==> config.mk <==
export PLATFORM = sky130hd
export DESIGN_NAME = cam_route_loader_flat
export DESIGN_NICKNAME = d
export VERILOG_FILES = /design/src/rtl/cam_route_loader_if.sv /design/src/rtl/cam_route_loader.sv /design/src/flat_wrapper.sv
export SDC_FILE = /design/constraint.sdc
export NUM_CORES = 1
export LEC_CHECK = 0
export ABC_AREA = 1
export BUFFER_PORTS_ARGS = -buffer_cell sky130_fd_sc_hd__buf_2
export CAP_MARGIN = 15
export CORE_AREA = 2 2 67 69
export CTS_CLUSTER_SIZE = 24
export DETAILED_ROUTE_END_ITERATION = 8
export DIE_AREA = 0 0 69 71
export PLACE_DENSITY_LB_ADDON = 0.2
export SKIP_LAST_GASP = 1
export SYNTH_ARGS = -nofsm -noshare
export SYNTH_HDL_FRONTEND = slang
export SYNTH_SLANG_ARGS = --single-unit
==> constraint.sdc <==
create_clock -name clk -period 1.6 [get_ports clk]
set_input_delay 0.24 -clock clk [delete_from_list [all_inputs] [get_ports clk]]
set_output_delay 0.24 -clock clk [all_outputs]
set_load 0.03 [all_outputs]
==> src/rtl/cam_route_loader_if.sv <==
// cam_route_loader_if: entry stream, session control and TCAM write-port bundle.
// master drives entries and start; slave is the loader that drives the CAM pins.
interface cam_route_loader_if #(
    parameter int ID_Width    = 4,
    parameter int AddressSize = 4,
    parameter int Bits        = 8,
    parameter int BankSize    = 1
);
    logic                   start;
    logic                   entry_valid;
    logic                   entry_ready;
    logic [ID_Width-1:0]    entry_src_id;
    logic [ID_Width-1:0]    entry_src_mask;
    logic [ID_Width-1:0]    entry_dst_id;
    logic                   entry_last;
    logic                   CS;
    logic                   FLUSH;
    logic                   VBE;
    logic                   DCS;
    logic                   WR;
    logic                   VBI;
    logic [Bits-1:0]        Data_In;
    logic [Bits-1:0]        Mask_In;
    logic [BankSize-1:0]    CBE;
    logic [AddressSize-1:0] Addr_In;
    logic                   busy;
    logic                   done;
    logic                   overflow;
    logic [AddressSize:0]   count;

    modport master (
        output start, entry_valid, entry_src_id, entry_src_mask, entry_dst_id, entry_last,
        input  entry_ready, CS, FLUSH, VBE, DCS, WR, VBI, Data_In, Mask_In, CBE, Addr_In,
               busy, done, overflow, count
    );

    modport slave (
        input  start, entry_valid, entry_src_id, entry_src_mask, entry_dst_id, entry_last,
        output entry_ready, CS, FLUSH, VBE, DCS, WR, VBI, Data_In, Mask_In, CBE, Addr_In,
               busy, done, overflow, count
    );
endinterface

==> src/rtl/cam_route_loader.sv <==
// cam_route_loader: streams route entries into consecutive TCAM addresses using the macro write protocol.
// Define ROUTE_LOADER_FLUSH_EN to invalidate the whole table at the start of each session.
module cam_route_loader #(
    parameter int ID_Width    = 4,
    parameter int AddressSize = 4,
    parameter int Bits        = 8,
    parameter int Words       = 16,
    parameter int BankSize    = 1
) (
    input logic               clk,
    input logic               rst,
    cam_route_loader_if.slave bus
);
    localparam int CW = AddressSize + 1;
    localparam logic [CW-1:0] FULL = CW'(Words);

    typedef enum logic [2:0] {S_IDLE, S_FLUSH, S_WAIT, S_WRITE, S_DONE} state_t;

    state_t                 state_q, state_d;
    logic                   ready_q, ready_d;
    logic                   cs_q, cs_d;
    logic                   wr_q, wr_d;
    logic                   flush_q, flush_d;
    logic                   last_q, last_d;
    logic                   busy_q, busy_d;
    logic                   done_q, done_d;
    logic                   overflow_q, overflow_d;
    logic [Bits-1:0]        data_in_q, data_in_d;
    logic [Bits-1:0]        mask_in_q, mask_in_d;
    logic [AddressSize-1:0] addr_in_q, addr_in_d;
    logic [CW-1:0]          count_q, count_d;

    always_comb begin
        state_d    = state_q;
        ready_d    = 1'b0;
        cs_d       = 1'b0;
        wr_d       = 1'b0;
        flush_d    = 1'b0;
        last_d     = last_q;
        busy_d     = busy_q;
        done_d     = 1'b0;
        overflow_d = overflow_q;
        data_in_d  = data_in_q;
        mask_in_d  = mask_in_q;
        addr_in_d  = addr_in_q;
        count_d    = count_q;
        case (state_q)
            S_IDLE: if (bus.start) begin
                count_d    = '0;
                overflow_d = 1'b0;
                busy_d     = 1'b1;
`ifdef ROUTE_LOADER_FLUSH_EN
                state_d    = S_FLUSH;
                cs_d       = 1'b1;
                flush_d    = 1'b1;
`else
                state_d    = S_WAIT;
                ready_d    = 1'b1;
`endif
            end
            S_FLUSH: begin
                state_d = S_WAIT;
                ready_d = 1'b1;
            end
            S_WAIT: if (bus.entry_valid && ready_q) begin
                state_d   = S_WRITE;
                cs_d      = 1'b1;
                wr_d      = 1'b1;
                last_d    = bus.entry_last;
                data_in_d = {bus.entry_src_id, bus.entry_dst_id};
                mask_in_d = {bus.entry_src_mask, {ID_Width{1'b1}}};
                addr_in_d = count_q[AddressSize-1:0];
            end else begin
                ready_d = 1'b1;
            end
            S_WRITE: begin
                count_d = count_q + CW'(1);
                // last wins over a simultaneous table-full, so a full final entry is not an overflow
                if (last_q || count_d == FULL) begin
                    state_d    = S_DONE;
                    done_d     = 1'b1;
                    overflow_d = !last_q;
                    data_in_d  = '0;
                    mask_in_d  = '0;
                    addr_in_d  = '0;
                end else begin
                    state_d = S_WAIT;
                    ready_d = 1'b1;
                end
            end
            S_DONE: begin
                state_d = S_IDLE;
                busy_d  = 1'b0;
            end
            default: state_d = S_IDLE;
        endcase
    end

    always_ff @(posedge clk) begin
        if (rst) begin
            state_q    <= S_IDLE;
            ready_q    <= 1'b0;
            cs_q       <= 1'b0;
            wr_q       <= 1'b0;
            flush_q    <= 1'b0;
            last_q     <= 1'b0;
            busy_q     <= 1'b0;
            done_q     <= 1'b0;
            overflow_q <= 1'b0;
            data_in_q  <= '0;
            mask_in_q  <= '0;
            addr_in_q  <= '0;
            count_q    <= '0;
        end else begin
            state_q    <= state_d;
            ready_q    <= ready_d;
            cs_q       <= cs_d;
            wr_q       <= wr_d;
            flush_q    <= flush_d;
            last_q     <= last_d;
            busy_q     <= busy_d;
            done_q     <= done_d;
            overflow_q <= overflow_d;
            data_in_q  <= data_in_d;
            mask_in_q  <= mask_in_d;
            addr_in_q  <= addr_in_d;
            count_q    <= count_d;
        end
    end

    // every write-cycle strobe shares one flop since they always pulse together
    assign bus.entry_ready = ready_q;
    assign bus.CS          = cs_q;
    assign bus.FLUSH       = flush_q;
    assign bus.WR          = wr_q;
    assign bus.VBE         = wr_q;
    assign bus.VBI         = wr_q;
    assign bus.DCS         = wr_q;
    assign bus.CBE         = {BankSize{wr_q}};
    assign bus.Data_In     = data_in_q;
    assign bus.Mask_In     = mask_in_q;
    assign bus.Addr_In     = addr_in_q;
    assign bus.busy        = busy_q;
    assign bus.done        = done_q;
    assign bus.overflow    = overflow_q;
    assign bus.count       = count_q;
endmodule

==> src/flat_wrapper.sv <==
// flat-port wrapper written by rule: the top's interface ports become plain ports
module cam_route_loader_flat 
#(
    parameter int ID_Width    = 4,
    parameter int AddressSize = 4,
    parameter int Bits        = 8,
    parameter int Words       = 16,
    parameter int BankSize    = 1
)
  (clk, rst, bus_start, bus_entry_valid, bus_entry_src_id, bus_entry_src_mask, bus_entry_dst_id, bus_entry_last, bus_entry_ready, bus_CS, bus_FLUSH, bus_VBE, bus_DCS, bus_WR, bus_VBI, bus_Data_In, bus_Mask_In, bus_CBE, bus_Addr_In, bus_busy, bus_done, bus_overflow, bus_count);
  cam_route_loader_if #(.ID_Width(ID_Width), .AddressSize(AddressSize), .Bits(Bits), .BankSize(BankSize)) bus_i ();
  input logic clk;
  input logic rst;
  input wire logic [$bits(bus_i.start)-1:0] bus_start;
  input wire logic [$bits(bus_i.entry_valid)-1:0] bus_entry_valid;
  input wire logic [$bits(bus_i.entry_src_id)-1:0] bus_entry_src_id;
  input wire logic [$bits(bus_i.entry_src_mask)-1:0] bus_entry_src_mask;
  input wire logic [$bits(bus_i.entry_dst_id)-1:0] bus_entry_dst_id;
  input wire logic [$bits(bus_i.entry_last)-1:0] bus_entry_last;
  output wire logic [$bits(bus_i.entry_ready)-1:0] bus_entry_ready;
  output wire logic [$bits(bus_i.CS)-1:0] bus_CS;
  output wire logic [$bits(bus_i.FLUSH)-1:0] bus_FLUSH;
  output wire logic [$bits(bus_i.VBE)-1:0] bus_VBE;
  output wire logic [$bits(bus_i.DCS)-1:0] bus_DCS;
  output wire logic [$bits(bus_i.WR)-1:0] bus_WR;
  output wire logic [$bits(bus_i.VBI)-1:0] bus_VBI;
  output wire logic [$bits(bus_i.Data_In)-1:0] bus_Data_In;
  output wire logic [$bits(bus_i.Mask_In)-1:0] bus_Mask_In;
  output wire logic [$bits(bus_i.CBE)-1:0] bus_CBE;
  output wire logic [$bits(bus_i.Addr_In)-1:0] bus_Addr_In;
  output wire logic [$bits(bus_i.busy)-1:0] bus_busy;
  output wire logic [$bits(bus_i.done)-1:0] bus_done;
  output wire logic [$bits(bus_i.overflow)-1:0] bus_overflow;
  output wire logic [$bits(bus_i.count)-1:0] bus_count;
  assign bus_i.start = bus_start;
  assign bus_i.entry_valid = bus_entry_valid;
  assign bus_i.entry_src_id = bus_entry_src_id;
  assign bus_i.entry_src_mask = bus_entry_src_mask;
  assign bus_i.entry_dst_id = bus_entry_dst_id;
  assign bus_i.entry_last = bus_entry_last;
  assign bus_entry_ready = bus_i.entry_ready;
  assign bus_CS = bus_i.CS;
  assign bus_FLUSH = bus_i.FLUSH;
  assign bus_VBE = bus_i.VBE;
  assign bus_DCS = bus_i.DCS;
  assign bus_WR = bus_i.WR;
  assign bus_VBI = bus_i.VBI;
  assign bus_Data_In = bus_i.Data_In;
  assign bus_Mask_In = bus_i.Mask_In;
  assign bus_CBE = bus_i.CBE;
  assign bus_Addr_In = bus_i.Addr_In;
  assign bus_busy = bus_i.busy;
  assign bus_done = bus_i.done;
  assign bus_overflow = bus_i.overflow;
  assign bus_count = bus_i.count;
  cam_route_loader #(.ID_Width(ID_Width), .AddressSize(AddressSize), .Bits(Bits), .Words(Words), .BankSize(BankSize)) u_core (.clk(clk), .rst(rst), .bus(bus_i));
endmodule
==> results of run 1 <==
-- area by class of cell --
cell class,instances,area [um^2],area share [%]
Clock buffer,6,82.6,4.63
Clock inverter,2,35.0,1.96
Inverter,14,57.6,3.23
Multi-Input combinational cell,110,621,34.8
Sequential cell,31,623,34.9
Tap cell,52,65.1,3.65
Timing Repair Buffer,57,300,16.8
-- per-layer routing --
layer	part of all wire [%]	vias up	track usage, %
met5	0	-	0
met4	0.81	0	3.27
met3	7.0	3	4.42
met2	44	44	20.4
met1	49	556	16.3
li1	-	633	-
-- cells in the final DEF, fill, tap and decap left out, types with 2 or more instances in the layout --
master    instances
dfxtp_1          29
buf_4             6
inv_1            11
nand4_1           2
nand3_4           3
clkbuf_8          6
inv_2             2
nand2_1          39
a21oi_1          15
buf_2            51
nand2_2          13
dfxtp_2           2
nand3_1           4
nor2_1           11
a21oi_2          10
o21ai_0           5
nor2_4            2
-- kinds of logic after synthesis --
| family | after synthesis | synth area share (%) |
|---|---|---|
| buf+inv | 29 | 12.9 |
| simple gates | 74 | 26.7 |
| other cells | 1 | 0.267 |
| compound gates | 33 | 15.0 |
| fa+ha+maj | 1 | 0.890 |
| flops | 31 | 44.2 |
-- worst max-delay path: cells and delay by family, from the launching register on --
family,cells,cell delay (ns)
AND/OR/NAND/NOR,7,0.77
flip-flops,1,0.32
adder cells (fa/ha/maj),1,0.23
AO/OA/AOI/OAI,1,0.04
-- stage by stage --
| step | setup TNS [ns] | setup slack (ns) | std cells | total power, uW |
|---|---|---|---|---|
| finish | 0 | 0.117 | 272 | 1780 |
| global route | -0.0147 | -0.00790 | 272 | 1870 |
| CTS | 0 | 0.0495 | 271 | 1800 |
| detailed placement | 0 | 0.0600 | 263 | 1000 |
| global placement | 0 | 0.0951 | 263 | 1000 |
| floorplan | 0 | 0.0393 | 169 | 960 |
-- registers in the layout (all words and copies together) (netlist names) --
name,count
u_core.bus.entry_ready,1
u_core.bus.CBE,1
u_core.bus.done,1
u_core.bus.Mask_In,5
u_core.last_q,1
u_core.state_q,3
u_core.bus.Addr_In,4
u_core.bus.count,5
u_core.bus.Data_In,8
u_core.bus.overflow,1
u_core.bus.busy,1
-- power groups by stage --
stage	Clock, uW	Combinational (uW)	Sequential (uW)
finish	795	188	801
global route	859	205	804
CTS	817	182	801
detailed placement	0	182	819
global placement	0	182	819
floorplan	0	117	843
-- how the worst max path moves through the flow --
stage / startpoint / end / cells past startpoint
final: u_core.bus.count[0] / u_core.bus.Data_In[6] / 9
after CTS: u_core.bus.count[0] / u_core.bus.Mask_In[4] / 9
after detailed placement: u_core.bus.count[0] / u_core.bus.Mask_In[4] / 9
after floorplan: u_core.bus.count[0] / u_core.bus.Addr_In[3] / 9
after global placement: u_core.bus.count[0] / u_core.bus.Addr_In[0] / 9
after global routing: u_core.bus.count[0] / u_core.bus.Mask_In[4] / 9
==> flow_metrics.env, run 1 <==
export IMPL_status="finished, final reports clean"
export IMPL_comb_power_share_pct=10.5
export IMPL_fp_dieW_um=69
export IMPL_crit_required_ns=1.76
export IMPL_p_sw_share_pct=24.3
export IMPL_grt_pass1_wl_um=5010
export IMPL_route_detailed_drc=0
export IMPL_ys_async_sr_fraction_pct=0
export IMPL_die_h_um=71
export IMPL_yosysUniqueCellTypes=23
export IMPL_grt_pass1_vias=1120
export IMPL_clock_sinks=31
export IMPL_core_um2=4200
export IMPL_track_usage_pct=12.7
export IMPL_synth_most_common_cell="nand2_1"
export IMPL_r2r_end="u_core.bus.Data_In[6]"
export IMPL_viasPerCell=4.54
export IMPL_whs_ns=0.204
export IMPL_hold_buffers=0
export IMPL_drt_pass1_iter_count=4
export IMPL_ys_flop_type="dfxtp_1"
export IMPL_seq_power_share_pct=44.9
export IMPL_power_density_nw_per_um2=1000
export IMPL_period_minus_slack_ns=1.48
export IMPL_final_util_pct=42.4
export IMPL_synth_top_area_cell="dfxtp_1"
export IMPL_reg2reg_from="u_core.bus.count[0]"
export IMPL_rsz0062_at_grt="yes"
export IMPL_cts_max_level=2
export IMPL_min_period_over_period_pct=92.7
export IMPL_min_path_cells=3
export IMPL_cp_max_fo=8
export IMPL_worstSkewPairLatency_ns=0.28
export IMPL_dr_first_iter_drc_count=32
export IMPL_synthesis_nets=187
export IMPL_synthCells=169
export IMPL_cp_arrival_ns=1.65
export IMPL_grt_antenna_before_repair=0
export IMPL_hold_class="primary input to flip-flop"
export IMPL_synth_area_um2=1410
export IMPL_power_leakage_uw=0.000802
export IMPL_max_stage_delay_ns=0.32
export IMPL_postLayoutCellArea_um2=1780
export IMPL_synth_area_leaders="dfxtp_1 (44%), nand2_1 (10%), a21oi_2 (6.2%)"
export IMPL_ant_nets=0
export IMPL_antennaDiodeCount=0
export IMPL_fp_row_count=24
export IMPL_hold_end="u_core.bus.Data_In[0]"
export IMPL_numCtsBuffers=5
export IMPL_grt_max_degree=18
export IMPL_placedInstanceArea_um2=1650
export IMPL_vias=1236
export IMPL_layout_drive_gt1_share_pct=45.0
export IMPL_cts_tree="built"
export IMPL_ir_drop_v=0.000435
export IMPL_cp_cell_sequence="ha_1 > nand3_1 > nand2_1 > nand2_1 > nand3_1 > nand2_2 > nand3_4 > nand2_2 > a21oi_2"
export IMPL_synth_commonest_cells="nand2_1 (39), dfxtp_1 (31), a21oi_1 (15)"
export IMPL_avgSynthCellArea_um2=8.31
export IMPL_gp_congestion=0.788
export IMPL_skew_ns=0.00867
export IMPL_fillers=445
export IMPL_ys_seq_area_share_pct=44.2
export IMPL_setup_worst_path_start_class="flip-flop"
export IMPL_max_cap_violations=0
export IMPL_rrSetupSlack_ns=0.12
export IMPL_hold_violations=0
export IMPL_wl_per_cell_um=11.4
export IMPL_wl_um=3100
export IMPL_fp_dieArea_um2=4900
export IMPL_cts_setup_buffers=0
export IMPL_setup_viol=0
export IMPL_dp_hpwl_um=2190
export IMPL_critPathSlowestCell="dfxtp_2"
export IMPL_grt_overflow=0
export IMPL_clockBufferDepth=2
export IMPL_synth_seq_cells=31
export IMPL_yosysWarnings=0
export IMPL_hp_start="bus_entry_dst_id[0]"
export IMPL_area_delta_synth_final_pct=27.0
export IMPL_fmax_mhz=674
export IMPL_nets=237
export IMPL_worstSetupEndpointType="flip-flop"
export IMPL_synth_edff_count=0
export IMPL_start_util_pct=33.4
export IMPL_power_internal_uw=1350
export IMPL_clkTransAtPathRegs_ns=0.07
export IMPL_clkPwrFrac_pct=44.6
export IMPL_p_sw_uw=433
export IMPL_io_pin_count=53
export IMPL_reg2reg_depth=9
export IMPL_io_buffers=51
export IMPL_synth_top_cell_area_share_pct=44.2
export IMPL_crit_type="flip-flop to flip-flop"
export IMPL_cts_repair_resized=0
export IMPL_slew_viol_final=0
export IMPL_cts_root_buf="clkbuf_8"
Note: power is estimated with default switching activity, not from simulation.
==> inputs of run 2 (changes only) <==
--- a/config.mk
+++ b/config.mk
@@ -8,10 +8,10 @@
 export ABC_AREA = 1
 export BUFFER_PORTS_ARGS = -buffer_cell sky130_fd_sc_hd__buf_2
 export CAP_MARGIN = 15
-export CORE_AREA = 2 2 67 69
+export CORE_AREA = 2 2 70 66
 export CTS_CLUSTER_SIZE = 24
 export DETAILED_ROUTE_END_ITERATION = 8
-export DIE_AREA = 0 0 69 71
+export DIE_AREA = 0 0 72 68
 export PLACE_DENSITY_LB_ADDON = 0.2
 export SKIP_LAST_GASP = 1
 export SYNTH_ARGS = -nofsm -noshare
==> run 2 against run 1 <==
  * Sequential cell count unchanged
  * Sequential share of layout area decreased by 0.24 points
  * Count of clock-buffer cells in the layout unchanged
  * Die area barely moved
  * Final cell count shrank 0.37%
  * First-iteration DRC count increased by 91%
  * Utilization about the same
  * Register-to-register slack is essentially flat
  * Wire length about the same
  * Global-route usage is 0.89 points higher
  * Clock skew fell by 0.0027 ns
  * Clock power up 1%
  * Largest power group is now clock
==> flow_metrics.env, run 2 (synthesized netlist as in run 1, its figures left out) <==
export IMPL_cts_max_level=2
export IMPL_stdcell_count=271
export IMPL_postLayoutCellArea_um2=1800
export IMPL_fillers=439
export IMPL_reg2reg_depth=9
export IMPL_placedInstanceArea_um2=1640
export IMPL_vias=1207
export IMPL_gp_congestion=0.758
export IMPL_final_setup_tns_ns=0
export IMPL_grt_antenna_before_repair=0
export IMPL_cp_cell_sequence="ha_1 > nand3_1 > nand2_1 > nand2_1 > nand3_1 > nand2_4 > nand3_4 > nand2_2 > a21oi_2"
export IMPL_reg2reg_from="u_core.bus.count[0]"
export IMPL_slew_viol_final=0
export IMPL_dp_hpwl_um=2150
export IMPL_hp_start="bus_entry_dst_id[0]"
export IMPL_grt_pass1_wl_um=4930
export IMPL_die_h_um=68
export IMPL_min_period_over_period_pct=92.2
export IMPL_setup_viol=0
export IMPL_multi_input_area_um2=636
export IMPL_grt_overflow=0
export IMPL_critPathSlowestCell="dfxtp_2"
export IMPL_crit_required_ns=1.77
export IMPL_grt_pass1_vias=1086
export IMPL_rsz0062_at_grt="yes"
export IMPL_hold_violations=0
export IMPL_drt_pass1_iter_count=4
export IMPL_ir_drop_v=0.000410
export IMPL_route_detailed_drc=0
export IMPL_clkTransAtPathRegs_ns=0.07
export IMPL_dr_first_iter_drc_count=61
export IMPL_hold_class="primary input to flip-flop"
export IMPL_skew_ns=0.00596
export IMPL_cp_max_fo=8
export IMPL_crit_type="flip-flop to flip-flop"
export IMPL_period_minus_slack_ns=1.47
export IMPL_start_util_pct=33.2
export IMPL_layout_drive_gt1_share_pct=45.2
export IMPL_max_cap_violations=0
export IMPL_min_path_cells=3
export IMPL_largest_reg_flops=8
export IMPL_power_leakage_uw=0.000806
export IMPL_power_total_uw=1800
export IMPL_track_usage_pct=13.5
export IMPL_area_delta_synth_final_pct=27.9
export IMPL_clockBufferDepth=2
export IMPL_io_pin_count=53
export IMPL_status="finished, final reports clean"
export IMPL_max_stage_delay_ns=0.32
export IMPL_dp_cells=261
export IMPL_numCtsBuffers=5
export IMPL_wl_per_cell_um=11.4
export IMPL_grt_max_degree=18
export IMPL_fp_row_count=23
export IMPL_setup_worst_path_start_class="flip-flop"
export IMPL_power_density_nw_per_um2=1000
export IMPL_cts_tree="built"
export IMPL_core_um2=4230
export IMPL_hold_buffers=0
export IMPL_fp_dieW_um=72
export IMPL_viasPerCell=4.45
export IMPL_worstSetupEndpointType="flip-flop"
export IMPL_ant_nets=0
export IMPL_io_buffers=51
export IMPL_cp_arrival_ns=1.65
export IMPL_wl_um=3100
export IMPL_final_common_cell="buf_2"
export IMPL_worstSkewPairLatency_ns=0.28
export IMPL_fp_dieArea_um2=4900
export IMPL_clock_sinks=31
export IMPL_antennaDiodeCount=0
export IMPL_seq_area_um2=623
export IMPL_cp_startpoint="u_core.bus.count[0]"
export IMPL_fmax_mhz=678
export IMPL_layout_common_cells="buf_2 (51), nand2_1 (39), dfxtp_1 (29)"
export IMPL_whs_ns=0.200
export IMPL_nets=238
export IMPL_cts_root_buf="clkbuf_8"
-- run 2: critical path: cells and delay by family (launching register included) --
kind | cells | cell delay (ns)
AND/OR/NAND/NOR | 7 | 0.77
flip-flops | 1 | 0.32
adder cells (fa/ha/maj) | 1 | 0.22
AO/OA/AOI/OAI | 1 | 0.05
-- run 2: final cells by class --
cell class,instances,share of cell area (%)
inverter,14,3.20
sequential,31,34.7
clock buffer,6,4.60
clock inverter,2,1.95
multi-input combinational,111,35.4
tap,50,3.48
timing repair buffer,57,16.7
-- run 2: repair_timing --
item,in CTS,in global routing
buffers inserted,0,0
setup endpoints to repair,0,17
resized for setup,0,3
-- run 2: per-stage QoR --
step / setup slack (ns) / util, %
2_1_floorplan: 0.0393 / -
3_3_place_gp: 0.0869 / 38.9
3_5_place_dp: 0.0637 / 38.9
4_1_cts: 0.0446 / 41.6
5_1_grt: -0.00487 / 42.5
6_report: 0.125 / 42.5
-- run 2: path summary, 6_finish.rpt --
path | endpoint | slack [ns]
worst max-delay path | u_core.bus.Addr_In[2] | 0.13
worst max register to register | u_core.bus.Addr_In[2] | 0.13
worst min register to register | u_core.bus.Mask_In[6] | 0.46
worst min-delay path | u_core.bus.Data_In[0] | 0.20
-- run 2: routing by layer --
metal	global-route usage, %	vias up	wire [um]
li1	-	636	-
met1	15.8	534	1510
met2	20.9	35	1370
met3	7.22	2	209
met4	5.66	0	14
met5	0	-	0
-- run 2: power breakdown --
group / switching, uW / internal, uW / leakage [uW]
Sequential: 11.4 / 788 / 0.000252
Clock: 301 / 504 / 0.0000612
Combinational: 132 / 61.9 / 0.000493
Total: 445 / 1350 / 0.000806
==> inputs of run 3 (changes only) <==
--- a/config.mk
+++ b/config.mk
@@ -8,11 +8,14 @@
 export ABC_AREA = 1
 export BUFFER_PORTS_ARGS = -buffer_cell sky130_fd_sc_hd__buf_2
 export CAP_MARGIN = 15
-export CORE_AREA = 2 2 70 66
+export CELL_PAD_IN_SITES_DETAIL_PLACEMENT = 0
+export CELL_PAD_IN_SITES_GLOBAL_PLACEMENT = 1
+export CORE_AREA = 2 2 71 66
 export CTS_CLUSTER_SIZE = 24
 export DETAILED_ROUTE_END_ITERATION = 8
-export DIE_AREA = 0 0 72 68
+export DIE_AREA = 0 0 73 68
 export PLACE_DENSITY_LB_ADDON = 0.2
+export REMOVE_ABC_BUFFERS = 1
 export SKIP_LAST_GASP = 1
 export SYNTH_ARGS = -nofsm -noshare
 export SYNTH_HDL_FRONTEND = slang
==> run 3 against run 2 <==
  * Clock power is 15% higher
  * Cell area grew 0.28%
  * Highest routed layer unchanged
  * Utilization decreased by 0.45 points
  * First-iteration DRC count stayed put
  * Largest power group unchanged
  * Critical path depth is 1 lower
  * Sequential power about the same
==> flow_metrics.env, run 3 (synthesized netlist as in run 1, its figures left out) <==
export IMPL_clockBufferDepth=2
export IMPL_ant_nets=0
export IMPL_cp_max_fo=8
export IMPL_fp_dieArea_um2=4960
export IMPL_hold_class="primary input to flip-flop"
export IMPL_clkPwrFrac_pct=48.3
export IMPL_crit_type="flip-flop to flip-flop"
export IMPL_comb_power_share_pct=10.0
export IMPL_cp_cell_sequence="ha_2 > nand4_1 > nand2_1 > nand3_1 > nand2_4 > nand3_4 > nand2_2 > a21oi_2"
export IMPL_crit_required_ns=1.77
export IMPL_power_total_uw=1920
export IMPL_grt_overflow=0
export IMPL_track_usage_pct=13.9
export IMPL_start_util_pct=32.8
export IMPL_final_common_cell="buf_2"
export IMPL_cp_arrival_ns=1.62
export IMPL_fp_dieW_um=73
export IMPL_worstSkewPairLatency_ns=0.28
export IMPL_setup_worst_path_start_class="flip-flop"
export IMPL_vias=1232
export IMPL_grt_pass1_wl_um=5220
export IMPL_largest_reg_flops=8
export IMPL_dr_first_iter_drc_count=61
export IMPL_grt_antenna_before_repair=0
export IMPL_setup_viol=0
export IMPL_die_h_um=68
export IMPL_layout_common_cells="buf_2 (51), nand2_1 (39), dfxtp_1 (31)"
export IMPL_dp_cells=260
export IMPL_io_pin_count=53
export IMPL_max_stage_delay_ns=0.34
export IMPL_clock_sinks=31
export IMPL_p_sw_uw=448
export IMPL_grt_pass1_vias=1188
export IMPL_cts_tree="built"
export IMPL_met1_usage_pct=15.8
export IMPL_nets=237
export IMPL_max_cap_violations=0
export IMPL_grtUsageMet2_pct=23.2
export IMPL_min_period_over_period_pct=90.3
export IMPL_clkTransAtPathRegs_ns=0.07
export IMPL_fp_row_count=23
export IMPL_core_um2=4290
export IMPL_power_density_nw_per_um2=1070
export IMPL_skew_ns=0.00373
export IMPL_period_minus_slack_ns=1.45
export IMPL_ir_drop_v=0.000442
export IMPL_numCtsBuffers=5
export IMPL_power_internal_uw=1470
export IMPL_hold_violations=0
export IMPL_status="finished, final reports clean"
export IMPL_wl_per_cell_um=11.9
export IMPL_antennaDiodeCount=0
export IMPL_route_detailed_drc=0
export IMPL_rsz0062_at_grt="yes"
export IMPL_wl_um=3220
export IMPL_viasPerCell=4.56
export IMPL_grt_max_degree=18
export IMPL_stdcell_count=270
export IMPL_critPathSlowestCell="dfxtp_1"
export IMPL_gp_congestion=0.872
export IMPL_dp_hpwl_um=2320
export IMPL_worstSetupEndpointType="flip-flop"
export IMPL_drt_pass1_iter_count=4
export IMPL_power_leakage_uw=0.000803
export IMPL_io_buffers=51
export IMPL_p_sw_share_pct=23.3
export IMPL_area_delta_synth_final_pct=28.2
export IMPL_grt_util_met3_pct=4.86
export IMPL_layout_drive_gt1_share_pct=44.1
export IMPL_seq_power_share_pct=41.7
export IMPL_cts_max_level=2
export IMPL_grt_busiest_layer="met2"
export IMPL_slew_viol_final=0
export IMPL_fmax_mhz=692
export IMPL_cts_root_buf="clkbuf_8"
run 3: layer usage:
metal  part of all wire (%)  up-vias
li1                       -      633
met1                     45      554
met2                     46       38
met3                    6.9        7
met4                    1.8        0
met5                      0        -
run 3: repair_timing:
| action | in CTS | in global routing |
|---|---|---|
| setup buffers | 0 | 1 |
| setup endpoints to repair | 0 | 17 |
| hold buffers | 0 | 0 |
| resized for setup | 0 | 4 |
run 3: stage by stage:
stage	setup TNS (ns)	utilization, %	hold WS, ns	area, um^2	setup WS (ns)
after global routing	0	42.0	0.206	1800	0.00159
after global placement	0	38.1	0.449	1630	0.0973
after detailed placement	0	38.1	0.452	1630	0.0170
after floorplan	-1.56	-	0.302	1280	-0.0921
final	0	42.0	0.204	1800	0.155
after CTS	0	41.2	0.200	1770	0.0175
run 3: path summary, 6_finish.rpt:
path | startpoint | endpoint | slack (ns) | cells after the start
max | u_core.bus.count[0] | u_core.bus.Addr_In[3] | 0.15 | 8
min reg2reg | u_core.bus.Data_In[7] | u_core.bus.Data_In[7] | 0.46 | 2
min | bus_entry_src_mask[2] | u_core.bus.Mask_In[6] | 0.20 | 3
max reg2reg | u_core.bus.count[0] | u_core.bus.Addr_In[3] | 0.15 | 8
run 3: power by group through the flow:
stage	Combinational (uW)	Sequential (uW)	Clock [uW]
floorplan	76.7	851	0
global placement	178	818	0
detailed placement	180	818	0
CTS	180	801	942
global route	208	803	978
finish	192	801	926
run 3: cell type report:
cell class | count | area [um^2]
Clock buffer | 6 | 72.6
Clock inverter | 2 | 60.1
Fill cell | 437 | 2490
Inverter | 14 | 57.6
Multi-Input combinational cell | 110 | 628
Sequential cell | 31 | 621
Tap cell | 50 | 62.6
Timing Repair Buffer | 57 | 300
run 3: critical path, delay by kind of cell, from the launching register on:
kind	cells	cell delay, ns
AOI/OAI and AO/OA	1	0.05
adders and majority gates	1	0.20
DFF	1	0.34
and+or+nand+nor	6	0.75
